===== config.mk =====
export PLATFORM = sky130hd
export DESIGN_NAME = doodler_motion
export DESIGN_NICKNAME = d
export VERILOG_FILES = /design/src/rtl/doodle_pkg.sv /design/src/rtl/frame_tick_sync.sv /design/src/rtl/doodler_motion.sv
export SDC_FILE = /design/constraint.sdc
export NUM_CORES = 1
export LEC_CHECK = 0
export ABC_AREA = 1
export ABC_CLOCK_PERIOD_IN_PS = 5200
export BUFFER_PORTS_ARGS = -buffer_cell sky130_fd_sc_hd__buf_4
export CORE_UTILIZATION = 55
export CTS_BUF_LIST = sky130_fd_sc_hd__clkbuf_16
export DETAILED_ROUTE_END_ITERATION = 16
export MAX_ROUTING_LAYER = met4
export PLACE_DENSITY = 0.76
export SLEW_MARGIN = 20
export SYNTH_ARGS = -nofsm -noshare
export SYNTH_HDL_FRONTEND = slang
export SYNTH_SLANG_ARGS = --single-unit

===== constraint.sdc =====
create_clock -name Clk -period 5.2 [get_ports Clk]
set_input_delay 0.26 -clock Clk [delete_from_list [all_inputs] [get_ports Clk]]
set_output_delay 0.26 -clock Clk [all_outputs]
set_load 0.05 [all_outputs]

===== src/rtl/doodle_pkg.sv =====
// Shared types and constants for the Doodle Jump player motion logic.
package doodle_pkg;

  // Game state, encoded exactly as the color mapper expects on outstate.
  typedef enum logic [2:0] {
    StIdle = 3'd0,
    StRise = 3'd1,
    StFall = 3'd2,
    StDead = 3'd3
  } state_e;

  // USB HID keycodes used for steering and jumping.
  localparam logic [7:0] KEY_A     = 8'h04;
  localparam logic [7:0] KEY_D     = 8'h07;
  localparam logic [7:0] KEY_SPACE = 8'h2C;

  // Visible screen dimensions in pixels.
  localparam int unsigned SCREEN_W = 640;
  localparam int unsigned SCREEN_H = 480;

  // True when the keycode is one of the two steering keys.
  function automatic logic is_steer_key(input logic [7:0] code);
    return (code == KEY_A) || (code == KEY_D);
  endfunction

endpackage


===== src/rtl/frame_tick_sync.sv =====
// Brings the asynchronous frame strobe into the Clk domain and produces a
// one-cycle tick on each synchronised rising edge.
module frame_tick_sync (
  input  logic Clk,
  input  logic Reset,
  input  logic frame_clk,
  output logic tick
);

  logic sync1_q, sync2_q, prev_q;

  // Two-flop synchroniser followed by a previous-value flop for edge detect.
  always_ff @(posedge Clk or negedge Reset) begin
    if (!Reset) begin
      sync1_q <= 1'b0;
      sync2_q <= 1'b0;
      prev_q  <= 1'b0;
    end else begin
      sync1_q <= frame_clk;
      sync2_q <= sync1_q;
      prev_q  <= sync2_q;
    end
  end

  assign tick = sync2_q & ~prev_q;

endmodule


===== src/rtl/doodler_motion.sv =====
// Per-frame motion controller for the player sprite: steering with screen
// wrap, gravity/jump physics, platform bounces and the game-state machine.
module doodler_motion
  import doodle_pkg::*;
#(
  parameter int unsigned X_START  = 320,
  parameter int unsigned Y_START  = 400,
  parameter int unsigned SIZE     = 4,
  parameter int unsigned X_MAX    = SCREEN_W - 1,
  parameter int unsigned Y_MAX    = SCREEN_H - 1,
  parameter int unsigned X_STEP   = 3,
  parameter int unsigned GRAVITY  = 1,
  parameter int unsigned JUMP_V   = 12,
  parameter int unsigned MAX_FALL = 10
) (
  input  logic       Clk,
  input  logic       Reset,
  input  logic       frame_clk,
  input  logic [7:0] keycode,
  input  logic       land,
  output logic [9:0] BallX,
  output logic [9:0] BallY,
  output logic [9:0] Ball_size,
  output logic [2:0] outstate
);

  // Constants in the widths the datapath works in.
  localparam logic [9:0]         XStart   = 10'(X_START);
  localparam logic [9:0]         YStart   = 10'(Y_START);
  localparam logic [9:0]         XMax10   = 10'(X_MAX);
  localparam logic [9:0]         YDead    = 10'(Y_MAX - SIZE);
  localparam logic signed [11:0] XStepS   = 12'(X_STEP);
  localparam logic signed [11:0] XMaxS    = 12'(X_MAX);
  localparam logic signed [11:0] YMaxS    = 12'(Y_MAX);
  localparam logic signed [11:0] SizeS    = 12'(SIZE);
  localparam logic signed [11:0] GravS    = 12'(GRAVITY);
  localparam logic signed [11:0] MaxFallS = 12'(MAX_FALL);
  localparam logic signed [10:0] MaxFall  = 11'(MAX_FALL);
  localparam logic signed [10:0] VyJump   = 11'(-int'(JUMP_V));

  logic tick;

  frame_tick_sync u_tick (
    .Clk       (Clk),
    .Reset     (Reset),
    .frame_clk (frame_clk),
    .tick      (tick)
  );

  state_e            state_q, state_d;
  logic [9:0]        x_q, x_d;
  logic [9:0]        y_q, y_d;
  logic signed [10:0] vy_q, vy_d;

  // Candidate motion results for a RISE/FALL frame.
  logic signed [11:0] x_ext, x_sum;
  logic [9:0]         x_next;
  logic signed [11:0] y_sum, y_move;
  logic               y_ceil;
  logic signed [11:0] vy_base, vy_inc;
  logic signed [10:0] vy_next;
  logic               hit_floor;

  // Horizontal step and wrap, vertical move with ceiling clamp, gravity.
  always_comb begin
    x_ext = $signed({2'b00, x_q});
    x_sum = x_ext;
    if (is_steer_key(keycode)) begin
      x_sum = (keycode == KEY_A) ? (x_ext - XStepS) : (x_ext + XStepS);
    end
    if (x_sum < 0) begin
      x_next = XMax10;
    end else if (x_sum > XMaxS) begin
      x_next = 10'd0;
    end else begin
      x_next = x_sum[9:0];
    end

    y_sum  = $signed({2'b00, y_q}) + $signed({vy_q[10], vy_q});
    y_ceil = (y_sum < SizeS);
    y_move = y_ceil ? SizeS : y_sum;

    // Hitting the ceiling kills upward speed before gravity is applied.
    vy_base = y_ceil ? 12'sd0 : $signed({vy_q[10], vy_q});
    vy_inc  = vy_base + GravS;
    vy_next = (vy_inc > MaxFallS) ? MaxFall : vy_inc[10:0];

    hit_floor = ((y_move + SizeS) >= YMaxS);
  end

  // Next-state logic for the game FSM and motion registers.
  always_comb begin
    state_d = state_q;
    x_d     = x_q;
    y_d     = y_q;
    vy_d    = vy_q;
    if (tick) begin
      unique case (state_q)
        StIdle: begin
          if (keycode == KEY_SPACE) begin
            state_d = StRise;
            vy_d    = VyJump;
          end
        end
        StRise: begin
          x_d  = x_next;
          y_d  = y_move[9:0];
          vy_d = vy_next;
          if (!vy_next[10]) state_d = StFall;
        end
        StFall: begin
          x_d = x_next;
          // A landing wins over death in the same frame; Y is held on bounce.
          if (land) begin
            vy_d    = VyJump;
            state_d = StRise;
          end else if (hit_floor) begin
            y_d     = YDead;
            vy_d    = vy_next;
            state_d = StDead;
          end else begin
            y_d  = y_move[9:0];
            vy_d = vy_next;
          end
        end
        StDead: begin
          if (keycode == KEY_SPACE) begin
            state_d = StIdle;
            x_d     = XStart;
            y_d     = YStart;
            vy_d    = '0;
          end
        end
        default: begin
          state_d = StIdle;
          x_d     = XStart;
          y_d     = YStart;
          vy_d    = '0;
        end
      endcase
    end
  end

  // State, position and velocity registers.
  always_ff @(posedge Clk or negedge Reset) begin
    if (!Reset) begin
      state_q <= StIdle;
      x_q     <= XStart;
      y_q     <= YStart;
      vy_q    <= '0;
    end else begin
      state_q <= state_d;
      x_q     <= x_d;
      y_q     <= y_d;
      vy_q    <= vy_d;
    end
  end

  assign BallX     = x_q;
  assign BallY     = y_q;
  assign Ball_size = 10'(SIZE);
  assign outstate  = state_q;

endmodule


==> results of run 1 <==
[kinds of logic (layout without fill, tap and decap cells)]
kind of cell	Yosys count	in the layout
xor gates and xnor gates	17	17
and+or+nand+nor	348	348
DFF	36	36
adders and majority gates	20	20
other	2	11
AOI/OAI and AO/OA	42	42
buffers and inverters	104	129
[flip-flops by register name (all words and copies together) (netlist names)]
name / cells
BallX: 10
vy_q: 11
BallY: 10
outstate: 2
u_tick.sync2_q: 1
u_tick.prev_q: 1
u_tick.sync1_q: 1
[worst max-delay path by stage]
stage / to / depth (start not counted) / slack (ns) / from
floorplan: vy_q[1]$_DFFE_PN0P_ / 26 / 1.05 / BallY[0]$_DFFE_PN0P_
global placement: vy_q[4]$_DFFE_PN0P_ / 26 / 1.04 / BallY[0]$_DFFE_PN0P_
detailed placement: vy_q[6]$_DFFE_PN0P_ / 26 / 0.79 / BallY[0]$_DFFE_PN0P_
CTS: vy_q[6]$_DFFE_PN0P_ / 26 / 0.77 / BallY[0]$_DFFE_PN0P_
global route: vy_q[8]$_DFFE_PN0P_ / 26 / 0.35 / BallY[0]$_DFFE_PN0P_
finish: vy_q[6]$_DFFE_PN0P_ / 26 / 0.76 / BallY[0]$_DFFE_PN0P_
[stage by stage]
step / setup slack, ns / util, % / instance area, sq um / hold WS (ns)
after floorplan: 1.05 / - / 3590 / -0.0356
after global placement: 1.04 / 62.7 / 3820 / 0.237
after detailed placement: 0.793 / 62.7 / 3820 / 0.242
after CTS: 0.770 / 65.5 / 3990 / 0.0914
after global routing: 0.353 / 65.5 / 3990 / 0.0856
final: 0.755 / 65.5 / 3990 / 0.0888
[layout make-up]
class,count,share of cell area (%)
Multi-Input combinational cell,438,56.2
Timing Repair Buffer,34,6.45
Inverter,87,8.18
Tap cell,75,2.35
Clock inverter,3,0.940
Clock buffer,5,3.13
Sequential cell,36,22.7
[placed cells by master, fill, tap and decap left out, drive strengths merged]
cell type | synthesis | routed
a21oi | 12 | 12
and2 | 1 | 1
a21boi | 1 | 1
o211ai | 1 | 1
nor4 | 2 | 2
xor2 | 16 | 16
nor2 | 63 | 63
a22oi | 1 | 1
conb | 2 | 11
o2111ai | 1 | 1
inv | 87 | 87
buf | 17 | 33
o21ai | 19 | 19
and3 | 1 | 1
nand3 | 57 | 57
clkinv | 0 | 2
nand3b | 1 | 1
o22ai | 4 | 4
fa | 1 | 1
or2 | 2 | 2
dlygate4sd3 | 0 | 1
a2bb2oi | 1 | 1
dfstp | 5 | 5
ha | 19 | 19
bufinv | 0 | 1
nor3 | 8 | 8
xnor2 | 1 | 1
a21o | 1 | 1
nand2 | 200 | 200
nand4 | 13 | 13
clkbuf | 0 | 5
o21bai | 1 | 1
dfrtp | 31 | 31
[power by group through the flow]
stage	logic [uW]	clock network, uW	registers [uW]
after floorplan	1140	0	635
after global placement	1650	0	494
after detailed placement	1650	0	495
after CTS	1670	343	491
after global routing	1880	355	505
final	1690	341	494
[repair_timing]
action	CTS	global route
setup buffers	0	0
hold endpoints to repair	31	0
hold buffers	1	0
[routing by layer]
| layer | vias up | routed length (microns) | global-route usage [%] |
|---|---|---|---|
| met3 | 10 | 474 | 4.29 |
| li1 | 1832 | - | - |
| met4 | 0 | 96 | 6.84 |
| met5 | - | 0 | - |
| met1 | 1670 | 4640 | 42.7 |
| met2 | 92 | 4070 | 44.7 |
==> results_dict.tcl, run 1 <==
set metrics [dict create \
    crit_slowest_cell "fa_1" \
    synth_area_per_cell_sq_um 6.26 \
    synth.area.mux_share_pct 0 \
    start_kind "flop" \
    setup_viol 0 \
    clkTransAtPathRegs_ns 0.06 \
    arrival_ns 4.66 \
    fillers 582 \
    fin_nets 634 \
    antenna_found_initial 0 \
    fmax_mhz 225 \
    dieHeight_microns 82.5 \
    internal_power_uw 1110 \
    vias 3604 \
    finalHoldViolCount 0 \
    yosys.area.top_type "dfrtp_1" \
    clockPowerShare_pct 13.5 \
    crit_family "simple AND/OR/NAND/NOR gates" \
    routedWlPerCell_microns 13.7 \
    synthTopCellsByCount "nand2_1, inv_1, nor2_1" \
    power.density_mw_per_mm2 631 \
    overflow 0 \
    first_global_vias 3135 \
    fp.dieW_microns 82.5 \
    vias_per_cell 5.32 \
    synth_compound_area_share_pct 6.75 \
    finalCritPeriodShare_pct 85.5 \
    finalPower_uw 2520 \
    root_buffer "clkbuf_16" \
    drive_above_1_share_pct 14.9 \
    min_path_type "primary input to flop" \
    worstPathRequired_ns 5.42 \
    outcome "complete, no violations" \
    stdcell_count 678 \
    yosysTopAreaCellShare_pct 21.8 \
    switching_share_pct 55.9 \
    antenna_cells 0 \
    drt_iter0_markers 238 \
    p_comb_share_pct 66.9 \
    path_buf_inv 0 \
    synth_top_family_by_area "simple AND/OR/NAND/NOR gates" \
    r2r_cells 26 \
    slew_viol_final 0 \
    synth-edff-count 0 \
    dp_hpwl_microns 7380 \
    hold_start "frame_clk" \
    syn_inst 569 \
    drtAntennaViolNets 0 \
    syn-cell-area_sq_mm 0.00356 \
    relSlewSlack_pct 66.2 \
    h-tree-depth 2 \
    worstReg2RegStart "BallY[0]$_DFFE_PN0P_" \
    switchingPower_uw 1410 \
    cpMostUsedCell "nand2_1" \
    netlist_top_cells_area "dfrtp_1, nand2_1, inv_1" \
    firstDrtPassIters 4 \
    seqCellArea_sq_um 907 \
    area_delta_synth_final_pct 12.2 \
    boundaryPins 45 \
    synth-seq-cells 36 \
    drt_wl_total_microns 9290 \
    timing.rr.end "vy_q[6]$_DFFE_PN0P_" \
    maxCapViolations 0 \
    rows 28 \
    clock_latency_ns 0.29 \
    grt_use_total_pct 29.9 \
    cts_resized 0 \
    portBuffers 33 \
    synth_flop_cell "dfrtp_1" \
    grt_pass1_wl_microns 14700 \
    clk_path_buf_depth 2 \
    ys_types 42 \
    dpl.cell_count 669 \
    holdPathEnd "u_tick.sync1_q$_DFF_PN0_" \
    multi_input_area_sq_mm 0.00225 \
    drc 0 \
    cts_sinks 36 \
    ir_worst_vdd_mv 0.365 \
    coreArea_sq_mm 0.00610 \
    cp-end-kind "flop" \
    reg2reg_slack_ns 0.76 \
    tightest_slew_ns 0.506 \
    numCtsBuffers 5 \
    min_period_ns 4.44 \
    fin_worst_skew_ns 0.0103 \
    critPathKind "flop to flop" \
    rsz0062_at_grt "false" \
    seq_area_frac_synth_pct 25.5 \
    critical_path.max_fanout 13 \
    holdPathStages 1 \
    synth_xor_area_share_pct 4.39 \
    synth_simple_gate_area_share_pct 43.6 \
    async_flop_share_pct 100 \
    cts_tree "yes" \
    tns_ns 0 \
    yosysMostFrequentCell "nand2_1" \
    max_stage_delay_ns 0.45 \
    yosys_warnings 0 \
    start_util_pct 58.4 \
    leakage_uw 0.00225 \
    gp_congestion 0.933 \
    synthAdderAreaFrac_pct 7.24 \
    die_area_sq_mm 0.00680 \
    grt_max_degree 37 \
    seqPwrFrac_pct 19.6 \
]
No activity file was read; power rests on OpenSTA's default activity.
==> run 2: changes to the inputs <==
--- a/config.mk
+++ b/config.mk
@@ -7,12 +7,12 @@
 export LEC_CHECK = 0
 export ABC_AREA = 1
 export ABC_CLOCK_PERIOD_IN_PS = 5200
-export BUFFER_PORTS_ARGS = -buffer_cell sky130_fd_sc_hd__buf_4
-export CORE_UTILIZATION = 55
+export BUFFER_PORTS_ARGS = -buffer_cell sky130_fd_sc_hd__buf_2
+export CORE_UTILIZATION = 32
 export CTS_BUF_LIST = sky130_fd_sc_hd__clkbuf_16
 export DETAILED_ROUTE_END_ITERATION = 16
 export MAX_ROUTING_LAYER = met4
-export PLACE_DENSITY = 0.76
+export PLACE_DENSITY = 0.49
 export SLEW_MARGIN = 20
 export SYNTH_ARGS = -nofsm -noshare
 export SYNTH_HDL_FRONTEND = slang
==> run 2 against run 1 <==
Largest power group unchanged. Highest routed layer unchanged. Sequential share of layout area up 0.20 points. Global-route usage down 11 points. Clock skew down 0.0044 ns.
==> results_dict.tcl, run 2 (synthesized netlist as in run 1, its figures left out) <==
set metrics [dict create \
    crit_family "simple AND/OR/NAND/NOR gates" \
    gp_congestion 0.908 \
    fillers 1214 \
    final_core_util_pct 36.5 \
    grt_pass1_wl_microns 16800 \
    numCtsBuffers 5 \
    start_kind "flop" \
    cts_setup_buffers 0 \
    vias 3574 \
    dieHeight_microns 107 \
    grt_max_degree 37 \
    cp-end-kind "flop" \
    dp_hpwl_microns 8000 \
    fin_worst_skew_ns 0.00592 \
    reg2reg_slack_ns 0.66 \
    rsz0062_at_grt "false" \
    area_delta_synth_final_pct 11.2 \
    clock_latency_ns 0.29 \
    timing.hold.ws_ns 0.0784 \
    critPathKind "flop to flop" \
    firstDrtPassIters 7 \
    leakage_uw 0.00222 \
    seqPwrFrac_pct 20.3 \
    min_period_ns 4.54 \
    min_path_type "primary input to async pin" \
    fin_nets 633 \
    boundaryPins 45 \
    drt_wl_total_microns 9960 \
    setup_viol 0 \
    overflow 0 \
    first_global_vias 3382 \
    die_area_sq_mm 0.0115 \
    layout_commonest_cell "nand2_1" \
    coreArea_sq_mm 0.0108 \
    r2r_cells 26 \
    cts_resized 0 \
    arrival_ns 4.76 \
    largest_register_ffs 11 \
    antenna_cells 0 \
    critical_path.max_fanout 13 \
    path_depth 26 \
    root_buffer "clkbuf_16" \
    internal_power_uw 1030 \
    cts_tree "yes" \
    cts_sinks 36 \
    ir_worst_vdd_mv 0.267 \
    tns_ns 0 \
    finalCritPeriodShare_pct 87.2 \
    cts_hold_buf 0 \
    largest-register "vy_q" \
    clkTransAtPathRegs_ns 0.06 \
    finalHoldViolCount 0 \
    fp.dieW_microns 107 \
    drc 0 \
    switchingPower_uw 1410 \
    tightest_slew_ns 0.851 \
    p_comb_share_pct 67.5 \
    clockPowerShare_pct 12.2 \
    maxCapViolations 0 \
    drt_iter0_markers 216 \
    power.density_mw_per_mm2 615 \
    switching_share_pct 57.7 \
    cpMostUsedCell "nand2_1" \
    antenna_found_initial 0 \
    worstPathRequired_ns 5.42 \
    slew_viol_final 0 \
    fmax_mhz 220 \
    clk_path_buf_depth 2 \
    outcome "complete, no violations" \
    final_cell_mix "nand2_1, inv_1, nor2_1" \
    max_stage_delay_ns 0.46 \
    portBuffers 33 \
    drive_above_1_share_pct 15.1 \
    drtAntennaViolNets 0 \
    grt_use_total_pct 19.1 \
    crit_slowest_cell "fa_1" \
    start_util_pct 32.8 \
    routedWlPerCell_microns 13.4 \
    h-tree-depth 2 \
    path_buf_inv 0 \
    relSlewSlack_pct 43.3 \
    vias_per_cell 4.82 \
    rows 38 \
]
## run 2: cell types whose count changed in the layout (fill, tap and decap cells not counted)
cell / previous run / this run
clkinv_2: 0 / 2
buf_4: 33 / 0
bufinv_16: 1 / 0
clkinv_1: 2 / 1
buf_2: 0 / 33
dlygate4sd3_1: 1 / 0
## run 2: worst paths after layout
path,endpoint,from
worst max-delay path,vy_q[2]$_DFFE_PN0P_,BallY[0]$_DFFE_PN0P_
worst min-delay path,BallY[6]$_DFFE_PN0P_,Reset
worst max register to register,vy_q[2]$_DFFE_PN0P_,BallY[0]$_DFFE_PN0P_
worst min register to register,u_tick.sync2_q$_DFF_PN0_,u_tick.sync1_q$_DFF_PN0_
max in group asynchronous,BallX[2]$_DFFE_PN0P_,Reset
min in group Clk,u_tick.sync1_q$_DFF_PN0_,frame_clk
## run 2: routing by layer
layer	track usage, %	vias to the layer above	share of wire [%]
met2	28.5	79	43
met1	26.9	1657	51
li1	-	1828	-
met4	4.79	0	0.98
met5	-	-	0
met3	3.09	10	4.3
## run 2: area by class of cell
type | instances | area, sq um | share of cell area (%)
Clock buffer | 5 | 125 | 3.16
Clock inverter | 3 | 13.8 | 0.348
Inverter | 87 | 327 | 8.25
Multi-Input combinational cell | 438 | 2250 | 56.7
Sequential cell | 36 | 907 | 22.9
Tap cell | 140 | 175 | 4.42
Timing Repair Buffer | 33 | 165 | 4.17
## run 2: power groups by stage
stage	Clock [uW]	Combinational (uW)	Sequential [uW]
after global placement	0	1640	500
after CTS	303	1640	497
after floorplan	0	1140	635
after global routing	314	1840	510
after detailed placement	0	1630	499
final	296	1640	494
## run 2: per-stage QoR
stage | cell area (sq um) | std cells | setup WS, ns | power [uW]
final | 3960 | 742 | 0.664 | 2440
after detailed placement | 3820 | 734 | 0.713 | 2130
after floorplan | 3590 | 578 | 1.05 | 1770
after global routing | 3960 | 742 | 0.192 | 2660
after CTS | 3960 | 742 | 0.666 | 2440
after global placement | 3820 | 734 | 0.991 | 2140
